<file path="src/rtl/mc_ctrl_if.sv">
// rtl/mc_ctrl_if.sv - instruction-decode / datapath-control bundle for mc_ctrl
// Ports (signals):
//   op, funct        IR opcode and function fields into the controller
//   alu_zero         ALU zero flag, dm_ready data memory ready
//   pc_wr, npc_sel   PC write enable and next-PC select
//   ir_wr, reg_wr    IR / register-file write enables
//   reg_dst, wd_sel  register destination and write-data selects
//   alu_src, alu_op  ALU operand-B select and operation
//   ext_op, mem_wr   immediate extender mode and data memory write enable
//   state, instr_cnt debug state and retired-instruction count
//   illegal          unsupported-instruction pulse
// Modports: master = control unit, slave = datapath side.
interface mc_ctrl_if #(
  parameter int CNT_W = 32
);
  logic [5:0]       op;
  logic [5:0]       funct;
  logic             alu_zero;
  logic             dm_ready;
  logic             pc_wr;
  logic [1:0]       npc_sel;
  logic             ir_wr;
  logic             reg_wr;
  logic [1:0]       reg_dst;
  logic [1:0]       wd_sel;
  logic             alu_src;
  logic [1:0]       alu_op;
  logic [1:0]       ext_op;
  logic             mem_wr;
  logic [2:0]       state;
  logic [CNT_W-1:0] instr_cnt;
  logic             illegal;

  modport master (
    input  op, funct, alu_zero, dm_ready,
    output pc_wr, npc_sel, ir_wr, reg_wr, reg_dst, wd_sel, alu_src,
           alu_op, ext_op, mem_wr, state, instr_cnt, illegal
  );

  modport slave (
    output op, funct, alu_zero, dm_ready,
    input  pc_wr, npc_sel, ir_wr, reg_wr, reg_dst, wd_sel, alu_src,
           alu_op, ext_op, mem_wr, state, instr_cnt, illegal
  );
endinterface

</file>
<file path="src/rtl/mc_ctrl.sv">
// rtl/mc_ctrl.sv - multi-cycle MIPS-subset control unit (FETCH/DCD/EXE/MEM/WB)
// Ports:
//   clk    system clock, rising edge
//   rst_n  asynchronous active-low reset
//   bus    mc_ctrl_if.master: op/funct/alu_zero/dm_ready in, datapath
//          strobes and selects, debug state, retired count, illegal out
// Optional feature: define MEM_WAIT_EN to stretch MEM until dm_ready=1.
module mc_ctrl #(
  parameter int CNT_W = 32
) (
  input  logic        clk,
  input  logic        rst_n,
  mc_ctrl_if.master   bus
);

  typedef enum logic [2:0] {
    S_FETCH = 3'd0,
    S_DCD   = 3'd1,
    S_EXE   = 3'd2,
    S_MEM   = 3'd3,
    S_WB    = 3'd4
  } state_e;

  state_e           state_q, state_d;
  logic [CNT_W-1:0] instr_cnt_q, instr_cnt_d;

  // Instruction decode
  logic is_r, is_addu, is_subu, is_jr, is_ori, is_lw, is_sw;
  logic is_beq, is_lui, is_j, is_jal, is_legal;

  assign is_r     = (bus.op == 6'h00);
  assign is_addu  = is_r && (bus.funct == 6'h21);
  assign is_subu  = is_r && (bus.funct == 6'h23);
  assign is_jr    = is_r && (bus.funct == 6'h08);
  assign is_ori   = (bus.op == 6'h0D);
  assign is_lw    = (bus.op == 6'h23);
  assign is_sw    = (bus.op == 6'h2B);
  assign is_beq   = (bus.op == 6'h04);
  assign is_lui   = (bus.op == 6'h0F);
  assign is_j     = (bus.op == 6'h02);
  assign is_jal   = (bus.op == 6'h03);
  assign is_legal = is_addu | is_subu | is_jr | is_ori | is_lw | is_sw |
                    is_beq | is_lui | is_j | is_jal;

  // ALU/extender selects for the non-branch EXE instructions; these are
  // held unchanged through MEM and WB so the datapath result stays stable.
  logic       hold_alu_src;
  logic [1:0] hold_alu_op;
  logic [1:0] hold_ext_op;

  assign hold_alu_src = is_ori | is_lui | is_lw | is_sw;
  assign hold_ext_op  = is_lui ? 2'b10 : ((is_lw | is_sw) ? 2'b01 : 2'b00);
  assign hold_alu_op  = is_subu ? 2'b01 : ((is_ori | is_lui) ? 2'b10 : 2'b00);

  logic       pc_wr_c, ir_wr_c, reg_wr_c, mem_wr_c, illegal_c;
  logic [1:0] npc_sel_c, reg_dst_c, wd_sel_c, alu_op_c, ext_op_c;
  logic       alu_src_c;

  always_ff @(posedge clk or negedge rst_n) begin
    if (!rst_n) begin
      state_q     <= S_FETCH;
      instr_cnt_q <= '0;
    end else begin
      state_q     <= state_d;
      instr_cnt_q <= instr_cnt_d;
    end
  end

  always_comb begin
    state_d   = S_FETCH;
    pc_wr_c   = 1'b0;
    npc_sel_c = 2'b00;
    ir_wr_c   = 1'b0;
    reg_wr_c  = 1'b0;
    reg_dst_c = 2'b00;
    wd_sel_c  = 2'b00;
    alu_src_c = 1'b0;
    alu_op_c  = 2'b00;
    ext_op_c  = 2'b00;
    mem_wr_c  = 1'b0;
    illegal_c = 1'b0;

    case (state_q)
      S_FETCH: begin
        ir_wr_c = 1'b1;
        pc_wr_c = 1'b1;
        state_d = S_DCD;
      end

      S_DCD: begin
        if (is_j) begin
          pc_wr_c   = 1'b1;
          npc_sel_c = 2'b10;
        end else if (is_jal) begin
          pc_wr_c   = 1'b1;
          npc_sel_c = 2'b10;
          reg_wr_c  = 1'b1;
          reg_dst_c = 2'b10;
          wd_sel_c  = 2'b10;
        end else if (is_jr) begin
          pc_wr_c   = 1'b1;
          npc_sel_c = 2'b11;
        end else if (!is_legal) begin
          // Retired as a NOP: no datapath writes, just report it.
          illegal_c = 1'b1;
        end else begin
          state_d = S_EXE;
        end
      end

      S_EXE: begin
        if (is_beq) begin
          alu_op_c  = 2'b01;
          ext_op_c  = 2'b01;
          npc_sel_c = 2'b01;
          pc_wr_c   = bus.alu_zero;
        end else begin
          alu_src_c = hold_alu_src;
          alu_op_c  = hold_alu_op;
          ext_op_c  = hold_ext_op;
          if (is_lw || is_sw) begin
            state_d = S_MEM;
          end else if (is_addu || is_subu || is_ori || is_lui) begin
            state_d = S_WB;
          end
        end
      end

      S_MEM: begin
        alu_src_c = hold_alu_src;
        alu_op_c  = hold_alu_op;
        ext_op_c  = hold_ext_op;
        mem_wr_c  = is_sw;
        state_d   = is_lw ? S_WB : S_FETCH;
`ifdef MEM_WAIT_EN
        if (!bus.dm_ready) begin
          state_d = S_MEM;
        end
`endif
      end

      S_WB: begin
        alu_src_c = hold_alu_src;
        alu_op_c  = hold_alu_op;
        ext_op_c  = hold_ext_op;
        reg_wr_c  = 1'b1;
        reg_dst_c = is_r ? 2'b01 : 2'b00;
        wd_sel_c  = is_lw ? 2'b01 : 2'b00;
      end

      default: state_d = S_FETCH;
    endcase
  end

  // Every arrival in FETCH retires one instruction (FETCH never loops to
  // itself, so this cannot double count).
  always_comb begin
    instr_cnt_d = instr_cnt_q;
    if (state_d == S_FETCH) begin
      instr_cnt_d = instr_cnt_q + {{(CNT_W-1){1'b0}}, 1'b1};
    end
  end

`ifndef MEM_WAIT_EN
  logic unused_dm_ready;
  assign unused_dm_ready = bus.dm_ready;
`endif

  // Strobes are gated with rst_n so nothing writes while reset is low,
  // even though state_q already sits in FETCH.
  assign bus.pc_wr     = pc_wr_c   & rst_n;
  assign bus.ir_wr     = ir_wr_c   & rst_n;
  assign bus.reg_wr    = reg_wr_c  & rst_n;
  assign bus.mem_wr    = mem_wr_c  & rst_n;
  assign bus.illegal   = illegal_c & rst_n;
  assign bus.npc_sel   = npc_sel_c;
  assign bus.reg_dst   = reg_dst_c;
  assign bus.wd_sel    = wd_sel_c;
  assign bus.alu_src   = alu_src_c;
  assign bus.alu_op    = alu_op_c;
  assign bus.ext_op    = ext_op_c;
  assign bus.state     = state_q;
  assign bus.instr_cnt = instr_cnt_q;

endmodule

</file>
<file path="src/flat_wrapper.sv">
// flat-port wrapper written by rule: the top's interface ports become plain ports
module mc_ctrl_flat 
#(
  parameter int CNT_W = 32
)
  (clk, rst_n, bus_op, bus_funct, bus_alu_zero, bus_dm_ready, bus_pc_wr, bus_npc_sel, bus_ir_wr, bus_reg_wr, bus_reg_dst, bus_wd_sel, bus_alu_src, bus_alu_op, bus_ext_op, bus_mem_wr, bus_state, bus_instr_cnt, bus_illegal);
  mc_ctrl_if #(.CNT_W(CNT_W)) bus_i ();
  input  logic clk;
  input  logic rst_n;
  input wire logic [$bits(bus_i.op)-1:0] bus_op;
  input wire logic [$bits(bus_i.funct)-1:0] bus_funct;
  input wire logic [$bits(bus_i.alu_zero)-1:0] bus_alu_zero;
  input wire logic [$bits(bus_i.dm_ready)-1:0] bus_dm_ready;
  output wire logic [$bits(bus_i.pc_wr)-1:0] bus_pc_wr;
  output wire logic [$bits(bus_i.npc_sel)-1:0] bus_npc_sel;
  output wire logic [$bits(bus_i.ir_wr)-1:0] bus_ir_wr;
  output wire logic [$bits(bus_i.reg_wr)-1:0] bus_reg_wr;
  output wire logic [$bits(bus_i.reg_dst)-1:0] bus_reg_dst;
  output wire logic [$bits(bus_i.wd_sel)-1:0] bus_wd_sel;
  output wire logic [$bits(bus_i.alu_src)-1:0] bus_alu_src;
  output wire logic [$bits(bus_i.alu_op)-1:0] bus_alu_op;
  output wire logic [$bits(bus_i.ext_op)-1:0] bus_ext_op;
  output wire logic [$bits(bus_i.mem_wr)-1:0] bus_mem_wr;
  output wire logic [$bits(bus_i.state)-1:0] bus_state;
  output wire logic [$bits(bus_i.instr_cnt)-1:0] bus_instr_cnt;
  output wire logic [$bits(bus_i.illegal)-1:0] bus_illegal;
  assign bus_i.op = bus_op;
  assign bus_i.funct = bus_funct;
  assign bus_i.alu_zero = bus_alu_zero;
  assign bus_i.dm_ready = bus_dm_ready;
  assign bus_pc_wr = bus_i.pc_wr;
  assign bus_npc_sel = bus_i.npc_sel;
  assign bus_ir_wr = bus_i.ir_wr;
  assign bus_reg_wr = bus_i.reg_wr;
  assign bus_reg_dst = bus_i.reg_dst;
  assign bus_wd_sel = bus_i.wd_sel;
  assign bus_alu_src = bus_i.alu_src;
  assign bus_alu_op = bus_i.alu_op;
  assign bus_ext_op = bus_i.ext_op;
  assign bus_mem_wr = bus_i.mem_wr;
  assign bus_state = bus_i.state;
  assign bus_instr_cnt = bus_i.instr_cnt;
  assign bus_illegal = bus_i.illegal;
  mc_ctrl #(.CNT_W(CNT_W)) u_core (.clk(clk), .rst_n(rst_n), .bus(bus_i));
endmodule
</file>
<file path="config.mk">
export PLATFORM = sky130hd
export DESIGN_NAME = mc_ctrl_flat
export DESIGN_NICKNAME = d
export VERILOG_FILES = /design/src/rtl/mc_ctrl_if.sv /design/src/rtl/mc_ctrl.sv /design/src/flat_wrapper.sv
export SDC_FILE = /design/constraint.sdc
export NUM_CORES = 1
export LEC_CHECK = 0
export CORE_ASPECT_RATIO = 2
export CORE_MARGIN = 2
export CORE_UTILIZATION = 46
export DETAILED_ROUTE_END_ITERATION = 16
export PLACE_DENSITY = 0.83
export SKIP_CTS_REPAIR_TIMING = 1
export SLEW_MARGIN = 20
export SYNTH_ARGS = -nofsm -noshare
export SYNTH_HDL_FRONTEND = slang
export SYNTH_SLANG_ARGS = --single-unit
</file>
<file path="constraint.sdc">
create_clock -name clk -period 2.1 [get_ports clk]
set_input_delay 0.525 -clock clk [delete_from_list [all_inputs] [get_ports clk]]
set_output_delay 0.525 -clock clk [all_outputs]
set_load 0.1 [all_outputs]
</file>
==> reports/qor.yml, run 1 <==
outcome: "aborted with a tool error"
lastStage: "global routing"
tool.error: "[ERROR DPL-0033] detailed placement checks failed during check placement."
htreeDepth: 2
syn_inst: 219
ys_warn_count: 0
start_util_pct: 47.8
avgSynthCellArea_um2: 9.47
netlist_top_cells_area: "dfrtp_1 (42%), xor2_1 (11%), nor3_1 (6.5%)"
numCtsBuffers: 5
synth.distinct_cells: 39
yosys_register_bits: 35
io_buffers: 65
dp_hpwl_mm: 5.35
synth_area_leader_cell: "dfrtp_1"
worst_endpoint: "bus_reg_wr"
synth.top_cell.area_share_pct: 42.2
cts_sinks: 35
die_w_um: 51.5
postPlaceCellArea_um2: 3510
num_rows: 34
cts_root_buffer: "clkbuf_8"
worst-ep-kind: "top-level output"
syn-num-nets: 236
grt_max_degree: 25
ios: 67
gp_congestion: 0.856
synth-seq-area-share_pct: 42.2
antenna_found_initial: 0
die_h_um: 98.9
cts_buffer_depth: 2
synthesis.area_um2: 2070
==> cell usage after synthesis <==
| cell type | n |
|---|---|
| nor4_2 | 4 |
| o211ai_2 | 1 |
| and4_1 | 6 |
| and3_1 | 6 |
| nor3_1 | 27 |
| nand4_1 | 3 |
| nor2b_1 | 3 |
| dfrtp_1 | 35 |
| ha_1 | 1 |
| nor4_4 | 1 |
| o21ai_2 | 1 |
| inv_1 | 11 |
| nor3_4 | 1 |
| nor4b_2 | 1 |
| nor2_1 | 16 |
| xor2_1 | 25 |
| nand3_1 | 17 |
| buf_4 | 5 |
| xnor2_1 | 6 |
| or3_1 | 3 |
| nor4b_1 | 2 |
| nor3b_1 | 1 |
| nand3b_1 | 1 |
| o211a_1 | 1 |
| or3b_1 | 2 |
| nand2_1 | 16 |
| and3b_1 | 2 |
| o21a_1 | 2 |
| mux2_1 | 1 |
| a21oi_1 | 6 |
| inv_2 | 1 |
| buf_6 | 1 |
| o211ai_1 | 1 |
| o21ai_1 | 1 |
| and2_1 | 3 |
| a31oi_1 | 2 |
| a22oi_2 | 1 |
| nor4bb_1 | 1 |
| o31a_1 | 1 |
==> metrics by stage <==
step           hold slack (ps)  util [%]  worst slack, ps  instances  setup TNS (ps)
4_1_cts                   54.5      83.5             -853        385          -19460
3_5_place_dp               372      80.8             -856        377          -28840
3_3_place_gp               377      80.8             -720        377          -24650
2_1_floorplan              229         -            -1000        219          -11710
==> cells by family after synthesis <==
group	share of synthesized area, %
xor+xnor	13.1
mux	0.543
simple gates	33.1
buf+inv	4.53
compound gates	5.91
flops	42.2
fa+ha+maj	0.603
==> run 2: changes to the inputs <==
Settings changed: CORE_ASPECT_RATIO 2 to default, CORE_UTILIZATION 46 to 35, PLACE_DENSITY 0.83 to default, PLACE_DENSITY_LB_ADDON from default to 0.15.
==> run 2 against run 1 <==
  * The flow now finishes, with violations (negative setup slack)
  * Synthesized cell count did not move
  * Area after synthesis is the same
==> reports/qor.yml, run 2 <==
outcome: "finished, violations left"
violations: "negative setup slack"
routed_wl_mm: 6.28
synth.top_cell.area_share_pct: 42.2  # unchanged
fill_cells: 423
vias: 2112
grt_remaining_overflow: 0
crit_slowest_cell: "dfrtp_4"
ios: 67  # unchanged
power-per-cell-area_nw_per_um2: 747
post-route-period-util_pct: 115
power.total_w: 0.00311
critPathMaxFanout: 5
drive_gt1_share_pct: 62.6
routedWlPerCell_um: 15.0
htreeDepth: 2  # unchanged
num_rows: 28  # -18%
slew_viol_final: 0
io_buffers: 65  # unchanged
power_leakage_nw: 1.84
first_global_vias: 1936
ant_nets: 0
slew-limit-headroom_pct: 67.7
worstSetupStartpointType: "register"
hold_viol: 0
min_period_ps: 2420
synth_common_cells: "dfrtp_1 (35), nor3_1 (27), xor2_1 (25)"
crit_type: "register to primary output"
fin_util_pct: 71.6
final_common_cell: "buf_4"
drt-initial-drc-count: 89
worst_slack_ps: -323
synth_edf_count: 0  # unchanged
route.detailed.drc: 0
fmax_mhz: 413
die_h_um: 81.0  # -18%
grt_usage_pct: 17.9
cts_sinks: 35  # unchanged
dp_hpwl_mm: 4.45  # -17%
skew_ps: 6.89
hp-class: "input pin to asynchronous set/reset pin"
synthToLayoutAreaGrowth_pct: 101
dieArea_um2: 6560
crit_chain: "or3b_4, buf_12, nor3b_4, o21a_4, buf_12"
die_w_um: 81.0  # +57%
ys_warn_count: 0  # unchanged
synth_ff_type: "dfrtp_1"
grt_max_degree: 28
r2r_end: "u_core.bus.instr_cnt[23]"
fin_nets: 361
drv_cap: 0
syn_inst: 219  # unchanged
synth_area_leader_cell: "dfrtp_1"
yosys.area_share.adder_pct: 0.604  # unchanged
arrival_ps: 1900
clk_pin_slew_worst_paths_ps: 70
tightest_slew_ps: 483
avgSynthCellArea_um2: 9.47  # unchanged
synth_top_family_by_area: "simple AND/OR/NAND/NOR gates"
reg2reg_from: "u_core.bus.state[1]"
start_util_pct: 35.6  # -12 points
netlist_top_cells_area: "dfrtp_1 (42%), xor2_1 (11%), nor3_1 (6.5%)"
synth-seq-area-share_pct: 42.2  # unchanged
synth-xor-area-share_pct: 13.1  # unchanged
setup_violations: 45
synth_compound_area_share_pct: 5.91  # unchanged
layout_common_cells: "buf_4 (68), buf_12 (30), xor2_1 (25), nor3_4 (19), dfrtp_1 (17)"
rr_worst_depth: 8
cts_buffer_depth: 2  # unchanged
largest_reg_flops: 32
cts_root_buffer: "clkbuf_8"
synth_mux_area_share_pct: 0.543  # unchanged
rsz0062_at_grt: "true"
ff2ff_setup_slack_ps: -110
yosys_register_bits: 35  # unchanged
crit_path_start: "u_core.bus.state[1]"
synth.distinct_cells: 39  # unchanged
max_stage_delay_ps: 500
hold_slack_ps: 285
endpoint_kind: "primary output"
crit_top_cell: "buf_12"
first_pass_iters: 4
cts_tree: "yes"
gp_congestion: 0.802  # -6.3%
clk-insertion-delay-late_ps: 280
synthesis.area_um2: 2070  # unchanged
synth-simple-area-share_pct: 33.1  # unchanged
async_flop_share_pct: 100  # unchanged
core_area_um2: 5820
max-vdd-ir-drop_v: 0.00125
numCtsBuffers: 5  # unchanged
cp-endpoint: "bus_reg_wr"
synth.most_common_cell: "dfrtp_1"
num_antenna_cells: 0
avgViaCountPerCell: 5.03
crit_required_ps: 1570
grt_pass1_wl_mm: 9.11
syn-num-nets: 236  # unchanged
antenna_found_initial: 0
==> run 2: per-layer routing <==
metal	track usage (%)	wire length, µm
met5	0	0
met4	3.22	57
met3	3.56	247
met1	23.9	2810
met2	30.2	3160
==> run 2: worst max-delay path, delay by kind of cell, from the launching register on <==
kind / cells / cell delay, ps
AO/OA/AOI/OAI: 1 / 160
buffers and inverters: 2 / 310
flip-flops: 1 / 500
AND/OR/NAND/NOR: 2 / 650
==> run 2: cell families after synthesis <==
kind of cell	count (synthesis)
simple gates	116
flops	35
xor+xnor	31
buf+inv	18
fa+ha+maj	1
mux	1
compound gates	17
==> run 2: per-stage QoR <==
stage               TNS (ps)  worst slack [ps]  std cells  area, µm²
floorplan             -11710             -1000        219       2260
global placement      -25300              -680        399       3500
detailed placement    -26520              -699        399       3500
CTS                   -17310              -722        407       3590
global route           -8480              -368        420       4160
finish                 -5830              -323        420       4160
==> run 2: area by class of cell <==
cell class              instances  area, µm²  area share, %
inverters                      12       45.0           1.08
repair buffers                124       1420           34.0
flip-flops and latches         35        906           21.8
clock buffers                   6       72.6           1.74
clock inverters                 2       12.5          0.301
multi-input cells             166       1620           38.8
well taps                      75       93.8           2.25
==> run 2: worst min-delay path by stage <==
| stage | to | slack, ps | cells past startpoint |
|---|---|---|---|
| final | u_core.bus.state[1] | 280 | 2 |
| after global routing | u_core.bus.instr_cnt[27] | 300 | 2 |
| after CTS | u_core.bus.state[1] | 290 | 2 |
| after detailed placement | u_core.bus.instr_cnt[11] | 480 | 1 |
| after global placement | u_core.bus.instr_cnt[11] | 460 | 1 |
| after floorplan | u_core.bus.instr_cnt[0] | 230 | 0 |
==> run 2: power breakdown <==
part / leakage, nW / internal [W] / switching [W]
clock: 0.0412 / 0.000232 / 0.000238
sequential: 0.415 / 0.000769 / 0.000124
combinational: 1.38 / 0.000620 / 0.00113
total: 1.84 / 0.00162 / 0.00149
Power figures use the tool's default switching activity.
